### src/rtl/interconnect_pkg.sv
// Shared helpers and default sizes for the interconnect elastic buffers.
package interconnect_pkg;

  localparam int DEF_DATA_WIDTH = 32;
  localparam int DEF_DEPTH      = 4;

  // Per-edge FIFO operation, bit0 = push, bit1 = pop.
  typedef enum logic [1:0] {
    OP_IDLE = 2'b00,
    OP_PUSH = 2'b01,
    OP_POP  = 2'b10,
    OP_BOTH = 2'b11
  } fifo_op_e;

  function automatic int clog2_min1(input int n);
    return (n <= 1) ? 1 : $clog2(n);
  endfunction

  // Width needed to hold an occupancy of 0..n inclusive.
  function automatic int level_width(input int n);
    return (n < 1) ? 1 : $clog2(n + 1);
  endfunction

endpackage

### src/rtl/stream_fifo_if.sv
// Valid/ready stream bundle around a FIFO: producer side, consumer side and status.
interface stream_fifo_if
  import interconnect_pkg::*;
#(
  parameter int DATA_WIDTH = DEF_DATA_WIDTH,
  parameter int DEPTH      = DEF_DEPTH
);
  localparam int LW = level_width(DEPTH);

  logic [DATA_WIDTH-1:0] in_data;
  logic                  in_valid;
  logic                  in_ready;
  logic [DATA_WIDTH-1:0] out_data;
  logic                  out_valid;
  logic                  out_ready;
  logic [LW-1:0]         level;
  logic                  almost_full;
  logic                  almost_empty;
  logic                  err_overflow;

  // The FIFO itself is the slave; the surrounding producer/consumer is the master.
  modport slave (
    input  in_data, in_valid, out_ready,
    output in_ready, out_data, out_valid, level, almost_full, almost_empty, err_overflow
  );

  modport master (
    output in_data, in_valid, out_ready,
    input  in_ready, out_data, out_valid, level, almost_full, almost_empty, err_overflow
  );

endinterface

### src/rtl/stream_fifo_ptr.sv
// Wrap-around FIFO pointer: counts 0..DEPTH-1 with an explicit wrap compare.
module fifo_ptr
  import interconnect_pkg::*;
#(
  parameter  int DEPTH = DEF_DEPTH,
  localparam int PW    = clog2_min1(DEPTH)
) (
  input  logic          clk,
  input  logic          rst,
  input  logic          clr,
  input  logic          inc,
  output logic [PW-1:0] ptr
);

  localparam logic [PW-1:0] LAST = PW'(DEPTH - 1);

  always_ff @(posedge clk or posedge rst) begin
    if (rst) begin
      ptr <= '0;
    end else if (clr) begin
      ptr <= '0;
    end else if (inc) begin
      ptr <= (ptr == LAST) ? '0 : ptr + 1'b1;
    end
  end

endmodule

### src/rtl/stream_fifo.sv
// First-word-fall-through stream FIFO with level, thresholds and flush.
// Optional sticky overflow flag enabled by defining STREAM_FIFO_ERR_EN.
module stream_fifo
  import interconnect_pkg::*;
#(
  parameter int DATA_WIDTH = DEF_DATA_WIDTH,
  parameter int DEPTH      = DEF_DEPTH,
  parameter int AF_THRESH  = 3,
  parameter int AE_THRESH  = 1
) (
  input  logic            clk,
  input  logic            rst,
  input  logic            flush,
  stream_fifo_if.slave    bus
);

  localparam int PW = clog2_min1(DEPTH);
  localparam int LW = level_width(DEPTH);

  logic [DATA_WIDTH-1:0] mem [DEPTH];
  logic [PW-1:0]         wr_ptr;
  logic [PW-1:0]         rd_ptr;
  logic [LW-1:0]         level;
  logic                  full;
  logic                  empty;
  logic                  push;
  logic                  pop;
  fifo_op_e              op;

  // Status is decoded from the registered level only, so no input reaches an output combinationally.
  assign full  = (level == LW'(DEPTH));
  assign empty = (level == '0);
  assign push  = bus.in_valid & ~full;
  assign pop   = ~empty & bus.out_ready;

  always_comb begin
    op = fifo_op_e'({pop, push});
  end

  fifo_ptr #(.DEPTH(DEPTH)) u_wr_ptr (
    .clk (clk),
    .rst (rst),
    .clr (flush),
    .inc (push),
    .ptr (wr_ptr)
  );

  fifo_ptr #(.DEPTH(DEPTH)) u_rd_ptr (
    .clk (clk),
    .rst (rst),
    .clr (flush),
    .inc (pop),
    .ptr (rd_ptr)
  );

  // Storage is never reset so it can map onto distributed RAM.
  always_ff @(posedge clk) begin
    if (push && !flush) begin
      mem[wr_ptr] <= bus.in_data;
    end
  end

  always_ff @(posedge clk or posedge rst) begin
    if (rst) begin
      level <= '0;
    end else if (flush) begin
      level <= '0;
    end else begin
      case (op)
        OP_PUSH: level <= level + 1'b1;
        OP_POP:  level <= level - 1'b1;
        default: level <= level;
      endcase
    end
  end

`ifdef STREAM_FIFO_ERR_EN
  logic err_q;

  always_ff @(posedge clk or posedge rst) begin
    if (rst) begin
      err_q <= 1'b0;
    end else if (flush) begin
      err_q <= 1'b0;
    end else if (bus.in_valid && full) begin
      err_q <= 1'b1;
    end
  end

  assign bus.err_overflow = err_q;
`else
  assign bus.err_overflow = 1'b0;
`endif

  assign bus.in_ready     = ~full;
  assign bus.out_valid    = ~empty;
  assign bus.out_data     = mem[rd_ptr];
  assign bus.level        = level;
  assign bus.almost_full  = (int'(level) >= AF_THRESH);
  assign bus.almost_empty = (int'(level) <= AE_THRESH);

endmodule
### src/flat_wrapper.sv
// flat-port wrapper written by rule: the top's interface ports become plain ports
module stream_fifo_flat import interconnect_pkg::*;
#(
  parameter int DATA_WIDTH = DEF_DATA_WIDTH,
  parameter int DEPTH      = DEF_DEPTH,
  parameter int AF_THRESH  = 3,
  parameter int AE_THRESH  = 1
)
  (clk, rst, flush, bus_in_data, bus_in_valid, bus_out_ready, bus_in_ready, bus_out_data, bus_out_valid, bus_level, bus_almost_full, bus_almost_empty, bus_err_overflow);
  stream_fifo_if #(.DATA_WIDTH(DATA_WIDTH), .DEPTH(DEPTH)) bus_i ();
  input  logic clk;
  input  logic rst;
  input  logic flush;
  input wire logic [$bits(bus_i.in_data)-1:0] bus_in_data;
  input wire logic [$bits(bus_i.in_valid)-1:0] bus_in_valid;
  input wire logic [$bits(bus_i.out_ready)-1:0] bus_out_ready;
  output wire logic [$bits(bus_i.in_ready)-1:0] bus_in_ready;
  output wire logic [$bits(bus_i.out_data)-1:0] bus_out_data;
  output wire logic [$bits(bus_i.out_valid)-1:0] bus_out_valid;
  output wire logic [$bits(bus_i.level)-1:0] bus_level;
  output wire logic [$bits(bus_i.almost_full)-1:0] bus_almost_full;
  output wire logic [$bits(bus_i.almost_empty)-1:0] bus_almost_empty;
  output wire logic [$bits(bus_i.err_overflow)-1:0] bus_err_overflow;
  assign bus_i.in_data = bus_in_data;
  assign bus_i.in_valid = bus_in_valid;
  assign bus_i.out_ready = bus_out_ready;
  assign bus_in_ready = bus_i.in_ready;
  assign bus_out_data = bus_i.out_data;
  assign bus_out_valid = bus_i.out_valid;
  assign bus_level = bus_i.level;
  assign bus_almost_full = bus_i.almost_full;
  assign bus_almost_empty = bus_i.almost_empty;
  assign bus_err_overflow = bus_i.err_overflow;
  stream_fifo #(.DATA_WIDTH(DATA_WIDTH), .DEPTH(DEPTH), .AF_THRESH(AF_THRESH), .AE_THRESH(AE_THRESH)) u_core (.clk(clk), .rst(rst), .flush(flush), .bus(bus_i));
endmodule
### config.mk
export PLATFORM = sky130hd
export DESIGN_NAME = stream_fifo_flat
export DESIGN_NICKNAME = d
export VERILOG_FILES = /design/src/rtl/interconnect_pkg.sv /design/src/rtl/stream_fifo_if.sv /design/src/rtl/stream_fifo_ptr.sv /design/src/rtl/stream_fifo.sv /design/src/flat_wrapper.sv
export SDC_FILE = /design/constraint.sdc
export NUM_CORES = 1
export LEC_CHECK = 0
export ABC_AREA = 1
export BUFFER_PORTS_ARGS = -buffer_cell sky130_fd_sc_hd__buf_2
export CAP_MARGIN = 20
export CORE_MARGIN = 1.5
export CORE_UTILIZATION = 40
export CTS_CLUSTER_DIAMETER = 50
export DETAILED_ROUTE_END_ITERATION = 8
export PLACE_DENSITY_LB_ADDON = 0.3
export RECOVER_POWER = 25
export SYNTH_ARGS = -nofsm -noshare
export SYNTH_HDL_FRONTEND = slang
export SYNTH_SLANG_ARGS = --single-unit
### constraint.sdc
create_clock -name clk -period 8.6 [get_ports clk]
set_input_delay 1.29 -clock clk [delete_from_list [all_inputs] [get_ports clk]]
set_output_delay 1.29 -clock clk [all_outputs]
set_load 0.01 [all_outputs]
==> impl.org, run 1 <==
** Place
- Final weighted congestion in routability-driven placement :: 0.7278
- Including well taps, the total number of placed cells is 621.
- Input and output buffers added on the ports amount to 75.
- At the placement stage, the worst setup path has a slack of 5233 ps.
- The wire-length estimate of the detail-placed layout is 6.159 mm.

** Critical path
- Required time at the endpoint of the critical path :: 7310 ps
- In this design, the stage delay of the slowest critical-path cell is 440 ps.
- Endpoint kind of the worst setup timing path :: output pin
- Among all stages on the critical path, the largest delay is contributed by sky130_fd_sc_hd__inv_1.
- STA classifies the critical path startpoint as a register.
- Arrival time at the worst endpoint :: 2150 ps
- Walking the worst path, the cells encountered are buf_4, inv_1, buf_8, o21ai_0, o22ai_1, buf_2.
- Maximum net fanout on the critical path :: 34
- Crit Path Category :: reg -> out

** Logic synthesis
- By instance count, the leading cell after synthesis is sky130_fd_sc_hd__edfxtp_1.
- In the synthesized netlist, the number of instances is 389.
- Distinct cell type count of the synthesized netlist :: 26
- Dividing the synthesized area by the synthesized cell count gives 13.81 µm².
- Asr flop ratio synth :: 0.05185
- For this run, the register share of the synthesized area comes to 0.7484.
- Area contributors post-synth :: sky130_fd_sc_hd__edfxtp_1 72%, sky130_fd_sc_hd__o21ai_0 6.2%, sky130_fd_sc_hd__nor2_1 5.0%
- Yosys top cell by area :: sky130_fd_sc_hd__edfxtp_1
- The Yosys step of the flow raised 0 warnings.
- Number of enable-type register cells in the synthesized netlist :: 128
- In the synthesized netlist the dominant register cell turns out to be sky130_fd_sc_hd__edfxtp_1.
- Netlist area before placement :: 5370 µm²
- Most common library cells after synthesis :: 128 x sky130_fd_sc_hd__edfxtp_1, 71 x sky130_fd_sc_hd__nor2_1, 67 x sky130_fd_sc_hd__o21ai_0
- Synthesis inferred 135 register bits.
- Synthesized Nets :: 436
- Top-area cell type share of the netlist area :: 0.7158

** Route
- After detailed routing, the average wire length per cell comes to 16.79 µm.
- Post-detailed-routing wire length :: 11.03 mm
- Overall via count from detail_route :: 3288
- Remaining routing DRC violations :: 0
- Top layer used by detailed routing :: met4
- Met2 routed wirelength :: 5.579 mm
- The first routing iteration left 225 violations.
- Amount of wire on met3 after detailed routing :: 459 µm
- The detailed router put a total of 4.899 mm of wire on met1.
- Via count normalized by instance count :: 5.005
- The first detailed-routing pass ran for 4 iterations.
- Number of nets with antenna violations after detailed routing :: 0

** Clocking
- Number of buffers added to fix hold violations after cts :: 0
- CTS tree :: yes
- Post-cts sizing count :: 0
- CTS H-tree lvls :: 4
- Once the clock tree was built, the setup fixing pass inserted 0 buffers.
- Total clock sinks :: 135
- Clock buffers created by TritonCTS :: 17
- Clock transition at path regs :: 60 ps
- The longest clock path from root to sink contains 2 buffers.
- Clock latency on the worst-skew pair, taken at its later pin, is 410 ps.
- Clock Tree Root :: sky130_fd_sc_hd__clkbuf_16

** Timing
- Setup violations remaining at the end of the flow were counted as 0.
- Final critical-path required period :: 3444 ps
- Setup repair after global routing left no endpoint under its margin.
- Post-route setup TNS :: 0 ps
- Fmax :: 0.2904 GHz
- Worst slew margin relative to its limit :: 0.3070
- The total count of hold-check failures in the final report is 0.
- At the pin with the least slew margin, the transition time is 1037 ps.
- Of the available clock period, the critical path in the final layout requires 0.4004.
- Final hold analysis gives a worst-case slack of 631.5 ps.
- The count of final max-slew check failures was 0.
- Post-route clock skew :: 13.06 ps
- Least setup slack across all paths after layout :: 5156 ps

** Floorplanning
- In this run the horizontal extent of the chip is 118.9 µm.
- The die covers 14130 µm².
- The floorplan has 42 rows.
- Pin placement for this block handled 77 I/O pins.
- Initial standard-cell utilization of the core :: 0.4071
- Floorplan die height :: 118.9 µm
- The core region is 13190 µm².

** Global routing
- Overall global routing resource usage :: 0.1638
- Maximum number of pins on one net before global-route repair :: 67
- The number of antenna violations at the first check in global routing is 0.
- Summed over all layers, the global routing overflow is 0.
- The first global-routing pass estimated 17.34 mm of wire.
- Vias in the first global route :: 3292

** Pwr
- Total Power :: 0.002016 W
- Pwr per Cell Area :: 308.6 nW/µm²
- VDD sags by at most 0.1399 mV.
- Summed over all cells, the static leakage comes to 2.320 nW.

** Layout
- In the final layout, the share of cells above drive strength 1 is 0.2245.
- After the flow finishes, the layout carries non-filler instances totaling 657.
- The number of antenna diodes in the final layout is 0.
- At the end of the flow, the number of nets in the layout was 515.
- Synthesis-to-finish area growth :: 21.65%

** Flow run
- Max-cap violations :: 0

** Min path
- The worst hold path belongs to the class reg -> reg.

** Run status
- The run finished with clean final reports.
per-stage QoR:
stage / instance area [µm²] / util
2_1_floorplan: 5370 / -
3_3_place_gp: 5874 / 0.4454
3_5_place_dp: 5874 / 0.4454
4_1_cts: 6485 / 0.4917
5_1_grt: 6533 / 0.4953
6_report: 6533 / 0.4953
registers in the layout (all words and copies together), names as in the netlist:
signal,flops
u_core.bus.level,3
u_core.mem,128
u_core.u_rd_ptr.ptr,2
u_core.u_wr_ptr.ptr,2
worst max-delay path, delay by kind of cell, from the launching register on:
kind                   cells  cell delay, ps
buffers and inverters      4            1100
DFF                        1             350
AOI/OAI and AO/OA          2             290
where the power goes:
group	switching (W)	internal [W]	leakage [nW]
Sequential	0.0000165	0.000766	1.25
Combinational	0.000325	0.000171	0.782
Clock	0.000258	0.000480	0.286
cell type report:
cell class,count,area (µm²)
flip-flops and latches,135,4020
inverters,18,67.56
clock inverters,15,185.2
clock buffers,17,425.4
multi-input cells,215,1176
repair buffers,81,437.9
fillers,1169,6658
well taps,176,220.2
cells by family after synthesis:
logic type	Yosys count	share of synthesized area
AO/OA/AOI/OAI	106	0.1100
AND/OR/NAND/NOR	98	0.07945
adder cells (fa/ha/maj)	10	0.02330
flip-flops	135	0.7484
buffers and inverters	39	0.03821
other	1	0.0006983
cell usage in the layout (no fill, tap or decap), types with 2 or more instances in the layout:
cell type	synthesis	routed
sky130_fd_sc_hd__clkinvlp_4	0	5
sky130_fd_sc_hd__a21oi_1	2	2
sky130_fd_sc_hd__buf_12	0	3
sky130_fd_sc_hd__inv_1	14	14
sky130_fd_sc_hd__clkbuf_16	0	17
sky130_fd_sc_hd__nand2_2	3	3
sky130_fd_sc_hd__nand2_1	13	13
sky130_fd_sc_hd__o21ai_2	2	2
sky130_fd_sc_hd__edfxtp_1	128	128
sky130_fd_sc_hd__o22ai_1	33	33
sky130_fd_sc_hd__buf_4	2	2
sky130_fd_sc_hd__buf_2	5	53
sky130_fd_sc_hd__ha_1	10	10
sky130_fd_sc_hd__nand3_1	4	4
sky130_fd_sc_hd__inv_2	3	3
sky130_fd_sc_hd__dfrtp_1	7	6
sky130_fd_sc_hd__clkinv_2	0	4
sky130_fd_sc_hd__clkinv_1	1	3
sky130_fd_sc_hd__clkbuf_1	8	22
sky130_fd_sc_hd__nor2_4	0	4
sky130_fd_sc_hd__o21ai_0	67	67
sky130_fd_sc_hd__nand2_4	3	3
sky130_fd_sc_hd__nor2_1	71	67
sky130_fd_sc_hd__bufinv_16	0	4
layer usage:
layer / global-route usage / vias to the layer above
met1: 0.2075 / 1618
met5: 0 / -
met3: 0.04167 / 8
met4: 0.06401 / 0
li1: - / 1580
met2: 0.2714 / 82
worst paths after layout:
path,startpoint,endpoint,slack [ps],depth (start not counted)
max in group asynchronous,rst,u_core.u_rd_ptr.ptr[0],7550,2
worst max-delay path,u_core.u_rd_ptr.ptr[1],bus_out_data[28],5160,6
worst max register to register,u_core.bus.level[0],u_core.mem[1][1],5960,7
min in group asynchronous,rst,u_core.u_wr_ptr.ptr[1],810,2
worst min register to register,u_core.u_rd_ptr.ptr[0],u_core.u_rd_ptr.ptr[0],630,2
worst min-delay path,u_core.u_rd_ptr.ptr[0],u_core.u_rd_ptr.ptr[0],630,2
Note: power is estimated with default switching activity, not from simulation.
==> inputs of run 2 (changes only) <==
Clock period 8.6 ns to 2.8 ns, I/O delays scaled along.
==> run 2 against run 1 <==
Compared with the run above:
- clock power grew to 3.2 times the previous value
- design area up 0.88%
- routed wire length fell by 2.5%
- combinational power grew to 3.1 times the previous value
- utilization rose by 0.44 points
- register-to-register slack worse by 5300 ps
==> impl.org, run 2 (synthesis gave the netlist of run 1 again) <==
** Clocking
- Total clock sinks :: 135 (unchanged)
- Post-cts sizing count :: 0 (unchanged)
- CTS tree :: yes
- The number of H-tree levels came to 4 (unchanged).
- The largest buffer count on any clock path is 2 (unchanged).
- CTS placed an instance of sky130_fd_sc_hd__clkbuf_16 at the clock tree root.
- The latest clock arrival within the worst-skew pair is 420 ps (about the same).
- Clock buffers created by TritonCTS :: 17 (unchanged)
- Clock transition at path regs :: 60 ps (about the same)

** Floorplanning
- The die width was 118.9 µm (unchanged).
- Std-Cell Core Area :: 13190 µm² (unchanged)
- The floorplan die area is 14130 µm² (unchanged).
- The height of the chip is 118.9 µm (unchanged).
- Std cell rows :: 42 (unchanged)
- The I/O pin total was 77 (unchanged).
- Initial standard-cell utilization of the core :: 0.4071 (unchanged)

** Timing
- Derived from the worst setup path, the maximum achievable clock frequency is 0.4062 GHz.
- Fin. Hold Viols :: 0 (unchanged)
- The routed design could run at a clock period as short as 2462 ps.
- The worst-case hold slack came to 224.0 ps (-407.5 ps).
- Part of the cycle the worst path needs :: 0.8793
- The count of final max-slew check failures is 0 (unchanged).
- Post-route clock skew :: 3.866 ps (-9.195 ps)
- The setup TNS after final layout came to 0 ps (unchanged).
- Setup-failing EPs final :: 0 (unchanged)
- Setup repair after global routing missed its margin :: no
- Least-Margin Pin Slew :: 648.0 ps (-389.0 ps)
- Worst slew margin relative to its limit :: 0.5680 (+0.2610)

** Route
- Routed wirelength normalized by instance count :: 16.19 µm (-3.5%)
- The detailed-routing wirelength on met1 came to 4.998 mm (+2.0%).
- The detailed-route wire length was 10.75 mm (-2.5%).
- Overall via count from detail_route :: 3271 (-0.52%)
- The detailed router used layers up to and including met4.
- Number of nets with antenna violations after detailed routing :: 0 (unchanged)
- The via density per instance was 4.926 (-1.6%).
- The number of remaining DRC errors was 0 (unchanged).
- Starting DRC count in detailed routing :: 180 (-20%)
- The iteration count of the initial detailed-routing pass is 4 (unchanged).
- Amount of wire on met3 after detailed routing :: 575 µm (+25%)
- Met2 routed wirelength :: 5.049 mm (-9.5%)

** Critical path
- The critical path data arrival time was 2040 ps (-110 ps).
- CP max stage cell :: sky130_fd_sc_hd__buf_4
- Endpoint kind of the worst setup timing path :: output pin
- Crit Path Category :: reg -> out
- Launching element type of the critical path :: register
- Chain of cells forming the critical path :: buf_4, o21ai_0, o22ai_1, buf_2
- Maximum net fanout on the critical path :: 66 (+94%)
- Required time at the endpoint of the critical path :: 2380 ps (-4930 ps)
- Delay of the slowest critical-path stage :: 520 ps (+80 ps)
- The path depth of the worst reg2reg path came to 8 (+1).

** Layout
- The area taken by multi-input logic gates is 1176 µm² (unchanged).
- Sequential standard cell area :: 4020 µm² (unchanged)
- The count of placed standard cells in the final layout, fillers left out was 664 (+1.1%).
- Largest register FFs :: 128 (unchanged)
- Register with the most flip-flops :: u_core.mem
- Synthesis-to-finish area growth :: 22.72%
- The final antenna diode count is 0 (unchanged).
- In the layout the commonest cells are 128 x sky130_fd_sc_hd__edfxtp_1, 67 x sky130_fd_sc_hd__o21ai_0, 67 x sky130_fd_sc_hd__nor2_1.
- Top flop regs :: u_core.mem (128), u_core.bus.level (3)
- Total of fill cells in the finished design :: 1139 (-2.6%)
- Most frequent standard cell in the layout excluding fill and tap cells :: sky130_fd_sc_hd__edfxtp_1
- Net count, final :: 522 (+1.4%)
- The ratio of cells with drive above 1 in the final layout is 0.2377 (+0.01317).

** Min path
- The worst hold path belongs to the class in -> reg.
- The cell count of the worst hold path is 1 (-1).

** Global routing
- The via count of the first global-routing pass was 3275 (-0.52%).
- Overflow after GRT :: 0 (unchanged)
- The wire length of the first global-routing pass is 17.24 mm (-0.59%).
- Overall global routing resource usage :: 0.1628 (-0.0009479)
- The number of antenna violations at the first check in global routing came to 0 (unchanged).
- Maximum number of pins on one net before global-route repair :: 67 (unchanged)

** Run status
- The flow ran to the end, and the final reports show no timing, DRC or antenna violations.

** Pwr
- The leakage power summed over all cells is 2.369 nW (+2.1%).
- The cell area power density is 951.2 nW/µm² (+210%).
- Worst IR drop on VDD :: 0.5457 mV (+290%)

** Place
- The number of placed instances, taps included came to 631 (+1.6%).
- The HPWL after detailed placement was 6.588 mm (+7.0%).
- Final weighted congestion in routability-driven placement :: 0.7640 (+5.0%)
- Number of input and output port buffers inserted :: 75 (unchanged)

** Flow run
- Max-cap violations :: 0 (unchanged)
run 2: cell types whose count changed in the layout (fill, tap and decap cells not counted):
cell / before / now
sky130_fd_sc_hd__clkbuf_1: 22 / 21
sky130_fd_sc_hd__dlygate4sd3_1: 0 / 1
sky130_fd_sc_hd__buf_4: 2 / 10
sky130_fd_sc_hd__buf_2: 53 / 55
sky130_fd_sc_hd__buf_8: 1 / 0
sky130_fd_sc_hd__clkinvlp_4: 5 / 3
sky130_fd_sc_hd__inv_8: 0 / 1
sky130_fd_sc_hd__clkinv_1: 3 / 2
sky130_fd_sc_hd__clkinv_4: 0 / 5
sky130_fd_sc_hd__buf_12: 3 / 2
sky130_fd_sc_hd__clkinv_2: 4 / 0
run 2: area by class of cell:
type,count,area share
Sequential cell,135,0.6100
Multi-Input combinational cell,215,0.1785
Timing Repair Buffer,88,0.07215
Clock buffer,18,0.06512
Tap cell,176,0.03342
Clock inverter,14,0.03057
Inverter,18,0.01025
run 2: metal layers:
metal  vias up  GRT usage
met2        91     0.2529
met5         -          0
met3        13    0.05939
li1       1595          -
met4         0    0.05196
met1      1572     0.2145
run 2: what timing repair did:
action,4_1_cts,5_1_grt
buffers inserted,0,0
hold buffers,1,0
endpoints found under the hold margin,7,0
run 2: path summary, 6_finish.rpt:
kind	start	to	slack, ps
max	u_core.u_rd_ptr.ptr[0]	bus_out_data[18]	340
min	bus_in_data[5]	u_core.mem[1][5]	220
max reg2reg	u_core.bus.level[0]	u_core.mem[0][7]	680
min reg2reg	u_core.u_wr_ptr.ptr[0]	u_core.u_wr_ptr.ptr[0]	640
max in group asynchronous	rst	u_core.u_rd_ptr.ptr[0]	2030
min in group asynchronous	rst	u_core.u_rd_ptr.ptr[0]	500
run 2: worst max-delay path: cells and delay by family, from the launching register on:
| kind | cells | cell delay (ps) |
|---|---|---|
| AOI/OAI and AO/OA | 2 | 520 |
| buffers and inverters | 2 | 710 |
| DFF | 1 | 370 |
run 2: report_power, final:
group / leakage [nW] / switching, W / internal [W]
Sequential: 1.25 / 0.0000541 / 0.00235
Combinational: 0.821 / 0.000997 / 0.000532
Clock: 0.296 / 0.000836 / 0.00150
Total: 2.37 / 0.00189 / 0.00438
run 2: through the flow:
step	cell area (µm²)	total power [W]	setup WS [ps]	utilization
2_1_floorplan	5370	0.003443	-225.5	-
3_3_place_gp	5974	0.003974	743.4	0.4530
3_5_place_dp	5974	0.003998	675.4	0.4530
4_1_cts	6615	0.006343	292.1	0.5015
5_1_grt	6590	0.006605	252.6	0.4996
6_report	6590	0.006268	338.0	0.4996
==> inputs of run 3 (changes only) <==
Settings changed: CORE_UTILIZATION 40 to 51, PLACE_DENSITY from default to 0.79, PLACE_DENSITY_LB_ADDON 0.3 to default, SLEW_MARGIN from default to 15.
==> run 3 against run 2 <==
Compared with the run above:
- sequential cell count is the same
- worst hold slack worse by 91 ps
- global-route usage is 4.7 points higher
- worst setup slack got worse by 170 ps
- final cell count decreased by 5.9%
- first-iteration DRC count grew 98%
==> impl.org, run 3 (synthesis gave the netlist of run 1 again) <==
** Critical path
- The maximum single-stage delay on the critical path came to 560 ps (+40 ps).
- The signal on the critical path passes through inv_1, buf_4, o21ai_0, o22ai_1, buf_2.
- The worst path required time came to 2380 ps (about the same).
- Launching element type of the critical path :: register
- STA classifies the critical path endpoint as an output pin.
- Arrival time at the worst endpoint :: 2210 ps (+170 ps)
- The critical path in this run is classified as reg -> out.
- Maximum net fanout on the critical path :: 24 (-64%)
- The slowest stage of the critical path belongs to the cell sky130_fd_sc_hd__inv_1.

** Place
- The quantity of I/O buffers inserted on ports was 75 (unchanged).
- The area after detailed placement came to 5907 µm² (-1.1%).
- The placer congestion estimate is 0.8102 (+6.0%).
- Placed cells :: 592 (-6.2%)
- Pre-CTS setup slack :: 430.7 ps (-244.8 ps)
- Post-DP HPWL :: 6.810 mm (+3.4%)

** Clocking
- The number of sinks driven by the clock tree came to 135 (unchanged).
- The cell sitting at the root of the clock tree is a sky130_fd_sc_hd__clkbuf_8.
- CTS tree :: yes
- Latest clock arrival within the worst-skew pair :: 520 ps (+100 ps)
- The number of clock buffers inserted by TritonCTS was 17 (unchanged).
- The clock-pin slew on the worst setup and hold paths came to 60 ps (about the same).
- The number of H-tree levels is 4 (unchanged).
- Clock buffer depth :: 2 (unchanged)
- The number of cells upsized or downsized after cts was 0 (unchanged).
- Buffers inserted during post-CTS setup optimization :: 0 (unchanged)

** Global routing
- The via count of the first global-routing pass was 3506 (+7.1%).
- The overall fraction of global-route tracks in use is 0.2100 (+0.04715).
- The overflow left after global routing is 0 (unchanged).
- The wire length of the first global-routing pass came to 17.49 mm (+1.5%).
- Initial antenna violation count :: 0 (unchanged)
- Maximum number of pins on one net before global-route repair :: 67 (unchanged)

** Timing
- Part of the cycle the worst path needs :: 0.9382 (+0.05897)
- The count of final max-slew check failures is 0 (unchanged).
- The transition at the pin with the smallest max-transition slack came to 746.7 ps (+98.75 ps).
- Final hold slack :: 133.4 ps (-90.56 ps)
- Final critical-path required period :: 2627 ps (+165.1 ps)
- Post-route clock skew :: 10.59 ps (+6.724 ps)
- The final number of setup-violating endpoints came to 0 (unchanged).
- Fin. Hold Viols :: 0 (unchanged)
- Fmax :: 0.3807 GHz (-6.3%)
- The tightest slew margin relative to the limit was 0.5016 (-0.06638).
- The final worst-path setup slack came to 172.9 ps (-165.1 ps).
- Setup repair after global routing missed its margin :: no

** Floorplanning
- I/O pin cnt :: 77 (unchanged)
- Std cell rows :: 37 (-12%)
- The area of the core was 10280 µm² (-22%).
- Width of the chip :: 105.6 µm (-11%)
- The floorplan die area came to 11150 µm² (-21%).
- The height of the chip came to 105.6 µm (-11%).
- Initial standard-cell utilization of the core :: 0.5225 (+0.1154)

** Route
- The detailed-route wire length was 11.03 mm (+2.6%).
- The detailed-route via count was 3447 (+5.4%).
- Via count normalized by instance count :: 5.515 (+12%)
- Starting DRC count in detailed routing :: 356 (+98%)
- Number of nets with antenna violations after detailed routing :: 0 (unchanged)
- Post-Route M1 WL :: 4.455 mm (-11%)
- Top layer used by detailed routing :: met4
- Routed wirelength normalized by instance count :: 17.65 µm (+9.0%)
- The iteration count of the initial detailed-routing pass came to 5 (+1).
- The detailed-routed wire length on met2 is 5.757 mm (+14%).
- Remaining routing DRC violations :: 0 (unchanged)
- Amount of wire on met3 after detailed routing :: 667 µm (+16%)

** Layout
- Antenna fix cells :: 0 (unchanged)
- Final standard cell area without fillers :: 6472 µm² (-1.8%)
- Final standard cell utilization of the core :: 0.6298 (+0.1302)
- Top flop regs :: u_core.mem (128), u_core.bus.level (3)
- Net count, final :: 523 (+0.19%)
- The total area of sequential cells is 4020 µm² (unchanged).
- Total of fill cells in the finished design :: 781 (-31%)
- Compared with the post-synthesis result, the final layout area differs by 20.53%.
- The ratio of cells with drive above 1 in the final layout is 0.2393 (+0.001559).
- More flip-flops sit in one register than any other, and that register is u_core.mem.
- Final Instance Count excl. Fillers :: 625 (-5.9%)
- The flip-flop count of the largest register after layout is 128 (unchanged).
- Highest-count cells in the layout ignoring fill and taps :: 128 x sky130_fd_sc_hd__edfxtp_1, 67 x sky130_fd_sc_hd__o21ai_0, 67 x sky130_fd_sc_hd__nor2_1
- Most frequent standard cell in the layout excluding fill and tap cells :: sky130_fd_sc_hd__edfxtp_1
- Area occupied by multi-input gates :: 1176 µm² (unchanged)

** Run status
- The flow ran to the end, and the final reports show no timing, DRC or antenna violations.

** Pwr
- Worst IR drop on VDD :: 0.5089 mV (-6.8%)
- The leakage power summed over all cells was 2.339 nW (-1.3%).
- Pwr per Cell Area :: 940.1 nW/µm² (-1.2%)

** Min path
- Worst Hold Class :: in -> reg

** Flow run
- The max-cap check violation count came to 0 (unchanged).
==> run 3: changes by cell type in the layout (fill, tap and decap cells not counted), moves of 2 or more <==
cell / before / now
sky130_fd_sc_hd__clkinv_4: 5 / 3
sky130_fd_sc_hd__buf_4: 10 / 13
sky130_fd_sc_hd__inv_6: 0 / 5
sky130_fd_sc_hd__bufinv_16: 4 / 2
sky130_fd_sc_hd__buf_12: 2 / 0
sky130_fd_sc_hd__buf_2: 55 / 53
==> run 3: power by group <==
| part | switching [W] | internal [W] |
|---|---|---|
| Combinational | 0.00101 | 0.000516 |
| Clock | 0.000864 | 0.00129 |
| Sequential | 0.0000557 | 0.00235 |
| Total | 0.00193 | 0.00416 |
==> run 3: worst max-delay path: cells and delay by family, from the launching register on <==
family	cells	cell delay, ps
buffers and inverters	3	1020
DFF	1	400
AOI/OAI and AO/OA	2	280
==> run 3: layer usage <==
metal  track usage  vias up
met3       0.05690       16
met4       0.07529        0
met2        0.3688      129
li1              -     1604
met5             0        -
met1        0.2488     1698
==> run 3: what timing repair did <==
item	CTS	global route
hold buffers	1	0
setup endpoints to repair	0	0
endpoints found under the hold margin	7	0
==> run 3: layout make-up <==
type / instances / area share
inverters: 18 / 0.01044
clock buffers: 17 / 0.06399
flip-flops and latches: 135 / 0.6211
well taps: 136 / 0.02629
multi-input cells: 215 / 0.1817
clock inverters: 15 / 0.02610
repair buffers: 89 / 0.07037
==> run 3: path summary, 6_finish.rpt <==
check                                        from                      to  slack, ps  depth (start not counted)
max                        u_core.u_rd_ptr.ptr[1]        bus_out_data[21]        170                          5
min                               bus_in_data[19]       u_core.mem[0][19]        130                          1
max reg2reg                   u_core.bus.level[0]        u_core.mem[1][3]        430                          8
min reg2reg                u_core.u_wr_ptr.ptr[1]  u_core.u_wr_ptr.ptr[1]        650                          2
max in group asynchronous                     rst  u_core.u_rd_ptr.ptr[0]       2180                          3
min in group asynchronous                     rst     u_core.bus.level[1]        380                          3
==> run 3: per-stage QoR <==
step	power (W)	TNS, ps
floorplan	0.003443	-28860
global placement	0.003912	0
detailed placement	0.003972	0
CTS	0.006129	0
global route	0.006373	0
finish	0.006085	0
